`config.mk`:
```
export PLATFORM = sky130hd
export DESIGN_NAME = keypad_lock_ctrl
export DESIGN_NICKNAME = d
export VERILOG_FILES = /design/src/rtl/keypad_lock_ctrl.sv
export SDC_FILE = /design/constraint.sdc
export NUM_CORES = 1
export LEC_CHECK = 0
export ABC_AREA = 1
export BUFFER_PORTS_ARGS = -buffer_cell sky130_fd_sc_hd__buf_2
export CORE_UTILIZATION = 28
export DETAILED_ROUTE_END_ITERATION = 7
export SKIP_LAST_GASP = 1
export SLEW_MARGIN = 20
export SYNTH_ARGS = -nofsm -noshare
export SYNTH_HDL_FRONTEND = slang
export SYNTH_SLANG_ARGS = --single-unit
```
`constraint.sdc`:
```
create_clock -name i_clock -period 3.33 [get_ports i_clock]
set_input_delay 0.666 -clock i_clock [delete_from_list [all_inputs] [get_ports i_clock]]
set_output_delay 0.666 -clock i_clock [all_outputs]
set_load 0.05 [all_outputs]
```
`src/rtl/keypad_lock_ctrl.sv`:
```
// Keypad lock controller: sets a passcode by double entry, unlocks on a match,
// with press-edge detection, idle timeout, timed error and attempt-limited lockout.
//
// state      | meaning
// -----------+----------------------------------------------------------
// ST_SET1    | unlocked, collecting first entry of a new passcode
// ST_SET2    | unlocked, collecting confirmation entry
// ST_LOCKED  | locked, collecting an unlock attempt
// ST_ERROR   | error shown, keys ignored, then back to r_ret_state
// ST_LOCKOUT | too many failed attempts, keys ignored for a fixed time
module keypad_lock_ctrl #(
    parameter int NUM_KEYS        = 4,
    parameter int PASSCODE_LENGTH = 4,
    parameter int MAX_ATTEMPTS    = 3,
    parameter int ERROR_CYCLES    = 50,
    parameter int LOCKOUT_CYCLES  = 1000,
    parameter int IDLE_TIMEOUT    = 500
) (
    input  logic                                    i_clock,
    input  logic                                    i_reset,
    input  logic [NUM_KEYS-1:0]                     i_key,
    output logic                                    o_locked,
    output logic                                    o_error,
    output logic                                    o_lockout,
    output logic                                    o_digit_accepted,
    output logic [$clog2(PASSCODE_LENGTH+1)-1:0]    o_entry_count,
    output logic [$clog2(MAX_ATTEMPTS+1)-1:0]       o_attempts_left
);

    localparam int EW     = NUM_KEYS * PASSCODE_LENGTH;
    localparam int CNT_W  = $clog2(PASSCODE_LENGTH + 1);
    localparam int ATT_W  = $clog2(MAX_ATTEMPTS + 1);
    localparam int T_MAX0 = (ERROR_CYCLES > LOCKOUT_CYCLES) ? ERROR_CYCLES : LOCKOUT_CYCLES;
    localparam int T_MAX  = (T_MAX0 > IDLE_TIMEOUT) ? T_MAX0 : IDLE_TIMEOUT;
    localparam int TMR_W  = (T_MAX > 1) ? $clog2(T_MAX) : 1;

    localparam logic [TMR_W-1:0] ERR_LOAD  = TMR_W'(ERROR_CYCLES - 1);
    localparam logic [TMR_W-1:0] LOCK_LOAD = TMR_W'(LOCKOUT_CYCLES - 1);
    localparam logic [TMR_W-1:0] IDLE_LOAD = TMR_W'(IDLE_TIMEOUT - 1);
    localparam logic [CNT_W-1:0] LAST_IDX  = CNT_W'(PASSCODE_LENGTH - 1);
    localparam logic [ATT_W-1:0] ATT_MAX   = ATT_W'(MAX_ATTEMPTS);

    typedef enum logic [2:0] {
        ST_SET1    = 3'd0,
        ST_SET2    = 3'd1,
        ST_LOCKED  = 3'd2,
        ST_ERROR   = 3'd3,
        ST_LOCKOUT = 3'd4
    } state_t;

    state_t              r_state, w_state_nxt;
    state_t              r_ret_state, w_ret_nxt;
    logic [NUM_KEYS-1:0] r_key_prev;
    logic [EW-1:0]       r_entry, w_entry_nxt;
    logic                r_entry_valid, w_valid_nxt;
    logic [EW-1:0]       r_cand, w_cand_nxt;
    logic                r_cand_valid, w_cand_valid_nxt;
    logic [EW-1:0]       r_pass, w_pass_nxt;
    logic [CNT_W-1:0]    r_count, w_count_nxt;
    logic [TMR_W-1:0]    r_timer, w_timer_nxt;
    logic [ATT_W-1:0]    r_attempts, w_att_nxt;
    logic                r_locked, w_locked_nxt;
    logic                r_error, w_error_nxt;
    logic                r_lockout, w_lockout_nxt;
    logic                r_digit_acc, w_da_nxt;

    logic                w_press;
    logic [EW-1:0]       w_entry_shift;
    logic                w_valid_final;
    logic [ATT_W-1:0]    w_att_dec;

    assign w_press       = (i_key != '0) && (r_key_prev == '0);
    // New digit enters at the bottom, so the first digit ends up in the top slot.
    assign w_entry_shift = (r_entry << NUM_KEYS) | EW'(i_key);
    assign w_valid_final = r_entry_valid && $onehot(i_key);
    assign w_att_dec     = r_attempts - ATT_W'(1);

    always_ff @(posedge i_clock or negedge i_reset) begin
        if (!i_reset) begin
            r_state       <= ST_SET1;
            r_ret_state   <= ST_SET1;
            r_key_prev    <= '0;
            r_entry       <= '0;
            r_entry_valid <= 1'b1;
            r_cand        <= '0;
            r_cand_valid  <= 1'b0;
            r_pass        <= '0;
            r_count       <= '0;
            r_timer       <= IDLE_LOAD;
            r_attempts    <= ATT_MAX;
            r_locked      <= 1'b0;
            r_error       <= 1'b0;
            r_lockout     <= 1'b0;
            r_digit_acc   <= 1'b0;
        end else begin
            r_state       <= w_state_nxt;
            r_ret_state   <= w_ret_nxt;
            r_key_prev    <= i_key;
            r_entry       <= w_entry_nxt;
            r_entry_valid <= w_valid_nxt;
            r_cand        <= w_cand_nxt;
            r_cand_valid  <= w_cand_valid_nxt;
            r_pass        <= w_pass_nxt;
            r_count       <= w_count_nxt;
            r_timer       <= w_timer_nxt;
            r_attempts    <= w_att_nxt;
            r_locked      <= w_locked_nxt;
            r_error       <= w_error_nxt;
            r_lockout     <= w_lockout_nxt;
            r_digit_acc   <= w_da_nxt;
        end
    end

    always_comb begin
        w_state_nxt      = r_state;
        w_ret_nxt        = r_ret_state;
        w_entry_nxt      = r_entry;
        w_valid_nxt      = r_entry_valid;
        w_cand_nxt       = r_cand;
        w_cand_valid_nxt = r_cand_valid;
        w_pass_nxt       = r_pass;
        w_count_nxt      = r_count;
        w_timer_nxt      = (r_timer != '0) ? (r_timer - TMR_W'(1)) : r_timer;
        w_att_nxt        = r_attempts;
        w_locked_nxt     = r_locked;
        w_error_nxt      = r_error;
        w_lockout_nxt    = r_lockout;
        w_da_nxt         = 1'b0;

        case (r_state)
            ST_SET1, ST_SET2, ST_LOCKED: begin
                if (w_press) begin
                    w_da_nxt    = 1'b1;
                    w_timer_nxt = IDLE_LOAD;
                    if (r_count != LAST_IDX) begin
                        w_entry_nxt = w_entry_shift;
                        w_valid_nxt = w_valid_final;
                        w_count_nxt = r_count + CNT_W'(1);
                    end else begin
                        w_entry_nxt = '0;
                        w_valid_nxt = 1'b1;
                        w_count_nxt = '0;
                        case (r_state)
                            ST_SET1: begin
                                w_cand_nxt       = w_entry_shift;
                                w_cand_valid_nxt = w_valid_final;
                                w_state_nxt      = ST_SET2;
                            end
                            ST_SET2: begin
                                if ((w_entry_shift == r_cand) && w_valid_final && r_cand_valid) begin
                                    w_pass_nxt   = r_cand;
                                    w_locked_nxt = 1'b1;
                                    w_att_nxt    = ATT_MAX;
                                    w_state_nxt  = ST_LOCKED;
                                end else begin
                                    w_error_nxt  = 1'b1;
                                    w_ret_nxt    = ST_SET1;
                                    w_timer_nxt  = ERR_LOAD;
                                    w_state_nxt  = ST_ERROR;
                                end
                                w_cand_nxt       = '0;
                                w_cand_valid_nxt = 1'b0;
                            end
                            default: begin
                                if ((w_entry_shift == r_pass) && w_valid_final) begin
                                    w_locked_nxt = 1'b0;
                                    w_att_nxt    = ATT_MAX;
                                    w_state_nxt  = ST_SET1;
                                end else begin
                                    w_att_nxt = w_att_dec;
                                    if (w_att_dec == '0) begin
                                        w_lockout_nxt = 1'b1;
                                        w_error_nxt   = 1'b0;
                                        w_timer_nxt   = LOCK_LOAD;
                                        w_state_nxt   = ST_LOCKOUT;
                                    end else begin
                                        w_error_nxt = 1'b1;
                                        w_ret_nxt   = ST_LOCKED;
                                        w_timer_nxt = ERR_LOAD;
                                        w_state_nxt = ST_ERROR;
                                    end
                                end
                            end
                        endcase
                    end
                end else if ((r_count != '0) && (r_timer == '0)) begin
                    // Abandoned partial entry: discard silently, no attempt consumed.
                    w_entry_nxt = '0;
                    w_valid_nxt = 1'b1;
                    w_count_nxt = '0;
                    if (r_state == ST_SET2) begin
                        w_cand_nxt       = '0;
                        w_cand_valid_nxt = 1'b0;
                        w_timer_nxt      = IDLE_LOAD;
                        w_state_nxt      = ST_SET1;
                    end
                end
            end
            ST_ERROR: begin
                if (r_timer == '0) begin
                    w_error_nxt = 1'b0;
                    w_entry_nxt = '0;
                    w_valid_nxt = 1'b1;
                    w_count_nxt = '0;
                    w_timer_nxt = IDLE_LOAD;
                    w_state_nxt = r_ret_state;
                end
            end
            ST_LOCKOUT: begin
                if (r_timer == '0) begin
                    w_lockout_nxt = 1'b0;
                    w_att_nxt     = ATT_MAX;
                    w_timer_nxt   = IDLE_LOAD;
                    w_state_nxt   = ST_LOCKED;
                end
            end
            default: begin
                w_state_nxt = ST_SET1;
            end
        endcase
    end

    assign o_locked         = r_locked;
    assign o_error          = r_error;
    assign o_lockout        = r_lockout;
    assign o_digit_accepted = r_digit_acc;
    assign o_entry_count    = r_count;
    assign o_attempts_left  = r_attempts;

endmodule

```
==> run metrics, run 1 <==
Final TNS setup 0 ns; Max-cap violations 0; crit-path max cell delay 0.54 ns; fraction of the mapped netlist area in adder cells 0.0253; Arrival @ worst endpoint 3.04 ns; unrepaired setup endpoints after global routing no; via count 3956; Detailed Route WL between 10000 and 15000 um; Final Skew 0.00876 ns; endpoints failing hold 0; root buf cell clkbuf_16; Worst-Margin Slew 0.969 ns; CORE AREA 16600 sq um; Synth cell types 41; post-synth top area cell dfrtp_1; Clk pwr share 0.366; dpl cells 871; crit path max fanout 25; Final period util 0.843; post-synthesis mux area share 0; CTS max path bufs 2; Worst Path Class, Setup in2reg; LEAKAGE around 2.6 nW; row cnt 47; share of the synthesized area in the top cell type 0.332; HPWL after DPL 8470 um; status completed; first-pass iteration count of the detailed router 6; minimum clock period 2.81 ns; vias in the first global route 3902; commonest non-fill, non-tap cells in the layout nand2_1, nor2_1, inv_1, dfrtp_1, o21ai_2; Post-CTS Hold Fix Bufs 0; DRC 0; GR Overflow Total 0; post_cts resized 0; Seq/Total Area, Yosys 0.387; Post-Place Cell Area ~5100 sq um; max-slew violation count 0; post-synthesis register bit count 73; die area between 15000 and 20000 sq um; clk_lat worst skew 0.34 ns; Post-Synth Simple-Gate Area 0.350; Async SR Flop Fraction 1.00; Synth warnings 0; Power Internal 0.00166 W; RePlAce Congestion 0.792; drt via density 4.46; Worst Setup Slack, final between 0.5 and 0.6 ns; post-CTS setup buffer count 0; largest net degree at the start of global routing 74; sequential power share 0.441; top cells by area, synth dfrtp_1, nand2_1, o21ai_2; worst vdd ir 0.231 mV; post-route cell area 5330 sq um; CP Data Required Time 3.56 ns; Setup crit end kind register; Logic pwr share 0.193; Synth Area per Inst 7.40 sq um; DP Worst Slack 0.174 ns; Net Sw Power 0.000735 W; most frequent CP cell inv_1; Post-Syn Instances 642; slew margin rel. 0.354; average wire per standard cell around 13 um; net count after synthesis 657; maximum clock frequency between 300 and 400 MHz; # clock sinks 73; # nets final 677; Detail Route Antenna Nets 0; Chip Height 132 um; initial antenna violation count 0; non-filler cells, final between 800 and 900; Die Wd 132 um; largest family of logic cells by synthesized area simple AND/OR/NAND/NOR gates; CTS tree done; # IOs 15; Mapped Area 4750 sq um; first-pass GRT wire length 20100 um; Pwr Density 451 nW/um^2; CTS clk-pin slew, worst paths about 0.06 ns; Hold Path Class reg2reg; critical path launch point type primary input; sw frac 0.306; diode count 0; Port-buffer cells 14; Synth Area in Compound Gates 0.123; Setup violations, final 0; crit-path cells buf_2 -> inv_1 -> fa_1 -> inv_1 -> ha_1 -> ha_1 -> nor2_1 -> nand2_1 -> inv_1 -> nand3_1 -> nor2_1 -> nand4_1 -> inv_2 -> nand2_2 -> buf_12 -> nand2_1 -> o21ai_2; fraction of layout cells with a size suffix above 1 0.222; Top FF cell, synth dfrtp_1; critical path's top delay family adder cells; Starting DRT DRC Count 281; total track usage 0.146; total CTS buffers 9; Post-synth EDFFs 0; commonest non-fill, non-tap cell in the layout nand2_1; post-synthesis xor/xnor area fraction 0.0184; H-tree depth 3; Buf/Inv on CP 6; Initial Utilization 0.287; Area Overhead vs Synth 12.1%; slowest stage cell, crit path fa_1
state kept, by name, summed over array words and instances, names as in the netlist, 2 cells and up:
name,flops
r_cand,16
r_pass,16
r_entry,12
r_timer,10
r_key_prev,4
o_entry_count,3
r_state,3
o_attempts_left,2
metal layers:
layer,global-route usage,part of all wire
met3,0.0285,0.041
met5,0,0
met2,0.230,0.44
met4,0.0479,0.014
met1,0.200,0.50
path summary, 6_finish.rpt:
path                                 start     endpoint  slack, ns  depth (start not counted)
worst max register to register  r_timer[0]    r_cand[5]       1.18                         12
max in group asynchronous          i_reset  r_entry[10]       2.23                          1
worst min register to register   o_lockout    o_lockout       0.48                          2
worst max-delay path              i_key[0]    r_pass[7]       0.52                         17
min in group asynchronous          i_reset    o_lockout       0.50                          1
worst min-delay path             o_lockout    o_lockout       0.48                          2
power groups by stage:
stage	clock network, W	logic [W]	registers, W
final	0.000879	0.000464	0.00106
after global routing	0.000937	0.000535	0.00107
after CTS	0.000902	0.000465	0.00106
after detailed placement	0	0.000460	0.00107
after global placement	0	0.000458	0.00107
after floorplan	0	0.000351	0.00106
area by class of cell:
class                      count  area (sq um)
inverter                      88           343
tap                          220           275
clock buffer                  13           240
fill                        1815         11300
sequential                    73          1840
clock inverter                 3          17.5
timing repair buffer          22           158
multi-input combinational    468          2450
cells by family after synthesis:
logic type	count (synthesis)
buf+inv	101
simple gates	373
fa+ha+maj	9
flops	73
xor+xnor	10
compound gates	76
through the flow:
stage                     total power, W  utilization  hold slack, ns
final                            0.00240        0.321           0.484
after global routing             0.00254        0.321           0.495
after CTS                        0.00242        0.321           0.486
after detailed placement         0.00153        0.306           0.472
after global placement           0.00153        0.306           0.465
after floorplan                  0.00141            -           0.370
synth_stat cells, drive strengths merged, types with 2 or more instances:
cell,instances
nand3b,2
xnor2,3
nand2,231
inv,88
o22ai,4
nand3,43
buf,11
ha,8
dfstp,10
o21ai,63
nor2,84
xor2,7
nor3,3
or2,3
nand4,7
a21oi,2
dfrtp,63
tightest hold or removal path: stages (launching register included):
cell and delay (ns):
dfrtp_1 0.35, nand2_1 0.06, nand2_1 0.05
Note: power is estimated with default switching activity, not from simulation.
==> inputs of run 2 (changes only) <==
clock period = 2.4 ns   (was 3.33 ns; I/O delays follow)
==> run metrics, run 2 (synthesis results as in run 1) <==
status completed; root buf cell clkbuf_16; Final period util 0.986; post-route cell area 5760 sq um; CTS clk-pin slew, worst paths 0.06 ns; RePlAce Congestion approximately 0.85; vias in the first global route 4078; R2R setup slack 0.26 ns; dpl cells slightly below 900; LEAKAGE 2.73 nW; Die Wd 132 um; # nets final 696; Worst-Margin Slew approximately 0.56 ns; Arrival @ worst endpoint 2.60 ns; first-pass GRT wire length 20700 um; worst vdd ir 0.380 mV; Chip Height 132 um; crit path max fanout 6; row cnt 47; HPWL after DPL 8710 um; endpoints failing hold 0; initial antenna violation count 0; first-pass iteration count of the detailed router 5; Worst R2R Path Depth 12; critical path launch point type primary input; drt via density 4.57; diode count 0; Port-buffer cells 14; GR Overflow Total 0; maximum clock frequency 423 MHz; CP Data Required Time 2.64 ns; Area Overhead vs Synth 21.2%; Final TNS setup 0 ns; Detail Route Antenna Nets 0; Setup violations, final 0; max-slew violation count 0; H-tree depth 3; Worst Setup SP i_key[1]; Core Util, Final 0.347; Max-cap violations 0; R2R Path End r_entry[4]; # IOs 15; fraction of layout cells with a size suffix above 1 0.296; Hold Path Class in2async; # clock sinks 73; minimum clock period 2.37 ns; via count 4140; commonest non-fill, non-tap cell in the layout nand2_1; non-filler cells, final approximately 910; total track usage 0.152; clk_lat worst skew approximately 0.35 ns; Detailed Route WL between 10000 and 15000 um; slew margin rel. 0.628; Pwr Density 635 nW/um^2; DRC 0; Setup crit end kind register; CTS tree done; Starting DRT DRC Count 308; Final Skew 0.0124 ns; Initial Utilization 0.287; CTS max path bufs 2; largest net degree at the start of global routing 50; Worst Path Class, Setup in2reg; Post-Place Cell Area 5240 sq um; CORE AREA about 17000 sq um; average wire per standard cell 13.7 um; total CTS buffers 9; commonest non-fill, non-tap cells in the layout nand2_1, nor2_1, inv_1, dfrtp_1, o21ai_2; die area about 18000 sq um; Largest regs r_cand x16, r_pass x16, r_entry x12; unrepaired setup endpoints after global routing yes; reg-to-reg startpoint r_timer[0]
[run 2: cell count changes in the layout (fill, tap and decap cells not counted), moves of 3 or more]
| cell | change |
|---|---|
| buf_2 | -3 |
| buf_4 | +14 |
| inv_1 | -3 |
| nand2_1 | -15 |
| nand2_2 | +11 |
| nand2_4 | +4 |
| nand3_1 | -5 |
| nand3_2 | +5 |
| nor2_1 | -7 |
| nor2_2 | +6 |
[run 2: how the worst max path moves through the flow]
| stage | to | slack [ns] |
|---|---|---|
| after floorplan | r_pass[4] | -0.09 |
| after global placement | o_attempts_left[1] | -0.37 |
| after detailed placement | r_timer[1] | -0.38 |
| after CTS | r_pass[1] | -0.005 |
| after global routing | r_pass[0] | -0.12 |
| final | r_pass[0] | 0.03 |
[run 2: repair_timing]
item                                    in CTS  in global routing
resized for setup                            2                 37
buffers inserted                             0                  3
cloned                                       0                  3
pin swaps                                    0                 11
endpoints found under the setup margin      10                 32
hold buffers                                 0                  0
[run 2: power by group]
part | internal, W | leakage [nW] | switching (W)
registers | 0.00136 | 0.966 | 0.000106
clock network | 0.000942 | 0.153 | 0.000552
logic | 0.000283 | 1.61 | 0.000415
total | 0.00258 | 2.73 | 0.00107
[run 2: stage by stage]
stage | total power [W] | hold WS, ns | setup WS, ns
3_3_place_gp | 0.00215 | 0.427 | -0.365
3_5_place_dp | 0.00216 | 0.429 | -0.382
6_report | 0.00366 | 0.0438 | 0.0340
2_1_floorplan | 0.00196 | 0.184 | -0.0929
4_1_cts | 0.00366 | 0.0549 | -0.00470
5_1_grt | 0.00385 | 0.0652 | -0.116
[run 2: critical path, stage by stage]
cell and delay [ns]:
buf_8 0.08, clkinvlp_4 0.08, fa_1 0.48, inv_1 0.04, ha_2 0.17, ha_4 0.22, nor2_4 0.07, nand2_2 0.07
inv_2 0.08, nand3_2 0.07, nor2_2 0.08, nand4_1 0.14, inv_2 0.12, nand2_4 0.10, clkbuf_16 0.20, nand2_1 0.07
o21ai_2 0.05
[run 2: layout make-up]
class | instances | area, sq um
tap | 220 | 275
clock buffer | 12 | 246
clock inverter | 4 | 76.3
fill | 1781 | 10800
timing repair buffer | 41 | 390
multi-input combinational | 468 | 2580
inverter | 88 | 352
sequential | 73 | 1840
[run 2: per-layer routing]
layer  global-route usage  up-vias  part of all wire
met5                    0        -                 0
met4               0.0619        0             0.015
met3               0.0273       14             0.045
met2                0.243       76              0.46
met1                0.202     1953              0.48
li1                     -     2097                 -
==> inputs of run 3 (changes only) <==
CORE_UTILIZATION = 35   (was 28)
==> run metrics, run 3 (synthesis results as in run 1) <==
Setup violations, final 0; slowest stage cell, crit path fa_1; Net Sw Power approximately 0.0010 W; CP Data Required Time between 2 and 3 ns; Max-cap violations 0; first-pass GRT wire length 20000 um; worst vdd ir 0.280 mV; Final Skew slightly below 0.01 ns; critical path launch point type primary input; maximum clock frequency 429 MHz; GR Overflow Total 0; crit-path max cell delay 0.53 ns; # nets final 699; H-tree depth 3; Detailed Route WL 12100 um; LEAKAGE 2.76 nW; diode count 0; commonest non-fill, non-tap cell in the layout nand2_1; grt met2 use 0.289; vias in the first global route 4023; average wire per standard cell 14.0 um; row cnt 42; most frequent CP cell inv_2; Die Wd around 120 um; initial antenna violation count 0; Port-buffer cells 14; status completed; sequential power share 0.407; Core Util, Final 0.435; slew margin rel. 0.634; unrepaired setup endpoints after global routing yes; root buf cell clkbuf_16; # clock sinks 73; minimum clock period around 2.3 ns; drt via density roughly 4.8; Arrival @ worst endpoint 2.57 ns; Clk pwr share 0.400; Final period util 0.972; Hold Path Class in2async; crit-path cells buf_8 -> inv_4 -> fa_1 -> inv_1 -> ha_2 -> ha_4 -> nor2_4 -> nand2_2 -> inv_2 -> nand3_2 -> nor2_2 -> nand4_1 -> inv_2 -> nand2_4 -> buf_12 -> nand2_1 -> o21ai_2; sw frac 0.286; Setup crit end kind register; Worst-Margin Slew 0.547 ns; Starting DRT DRC Count approximately 290; met1 Track Usage GR 0.240; Detail Route Antenna Nets 0; Logic pwr share 0.193; GR peak layer met2; die area 14100 sq um; endpoints failing hold 0; Chip Height 119 um; M3 GR Usage 0.0381; DRC 0; Area Overhead vs Synth 21.2%; fraction of layout cells with a size suffix above 1 0.291; first-pass iteration count of the detailed router 5; multi-input logic area 2580 sq um; total CTS buffers 9; # fillers 1331; Largest regs r_cand x16, r_pass x16, r_entry x12; CTS max path bufs 2; Worst Path Class, Setup in2reg; Post-CTS Hold Fix Bufs 0; clk_lat worst skew 0.35 ns; RePlAce Congestion 0.875; commonest non-fill, non-tap cells in the layout nand2_1, nor2_1, inv_1, dfrtp_1, o21ai_2; max-slew violation count 0; CTS clk-pin slew, worst paths roughly 0.06 ns; Power Internal 0.00258 W; Initial Utilization 0.359; Pwr Density 626 nW/um^2; via count 4139; total track usage 0.184; CTS tree done; crit path max fanout 12; HPWL after DPL 8840 um; Min Hold Slack 0.102 ns; largest net degree at the start of global routing 36; CORE AREA 13200 sq um; # IOs 15; FF/Latch Area 1840 sq um
run 3: routing by layer:
layer	vias up	wire, um
li1	2099	-
met1	1950	5730
met2	68	5640
met3	22	443
met4	0	321
met5	-	0
run 3: repair_timing:
action	CTS	global route
cloned	0	2
setup buffers	1	3
pin swaps	4	2
gates resized for setup	6	30
setup endpoints to repair	7	32
run 3: path summary, 6_finish.rpt:
path	end	slack [ns]	startpoint	cells after the start
max	r_pass[10]	0.07	i_key[0]	17
min	r_key_prev[3]	0.10	i_reset	1
max reg2reg	r_pass[10]	0.34	o_entry_count[1]	9
min reg2reg	o_lockout	0.47	o_lockout	2
max in group asynchronous	r_timer[6]	1.67	i_reset	2
min in group i_clock	r_key_prev[1]	0.39	i_key[1]	2
run 3: power groups by stage:
stage | combinational [W] | sequential (W) | clock [W]
after floorplan | 0.000492 | 0.00146 | 0
after global placement | 0.000655 | 0.00148 | 0
after detailed placement | 0.000666 | 0.00149 | 0
after CTS | 0.000680 | 0.00147 | 0.00147
after global routing | 0.000794 | 0.00148 | 0.00153
final | 0.000698 | 0.00147 | 0.00144
run 3: stage by stage:
stage / instances / instance area (sq um) / worst slack (ns) / setup TNS, ns / total power [W]
final: 864 / 5760 / 0.0676 / 0 / 0.00361
after global routing: 864 / 5760 / -0.0985 / -1.15 / 0.00380
after CTS: 859 / 5590 / -0.0111 / -0.0575 / 0.00362
after detailed placement: 843 / 5250 / -0.492 / -11.68 / 0.00215
after global placement: 843 / 5250 / -0.468 / -10.67 / 0.00214
after floorplan: 642 / 4810 / -0.0929 / -1.45 / 0.00196
run 3: worst max-delay path, delay by kind of cell:
kind / cells / cell delay, ns
fa+ha+maj: 3 / 0.91
simple gates: 7 / 0.60
buf+inv: 6 / 0.54
compound gates: 1 / 0.05
run 3: cell type report:
cell class / instances / share of cell area
clock inverters: 3 / 0.0113
flip-flops and latches: 73 / 0.319
well taps: 176 / 0.0382
inverters: 88 / 0.0610
clock buffers: 12 / 0.0428
multi-input cells: 468 / 0.448
repair buffers: 44 / 0.0797
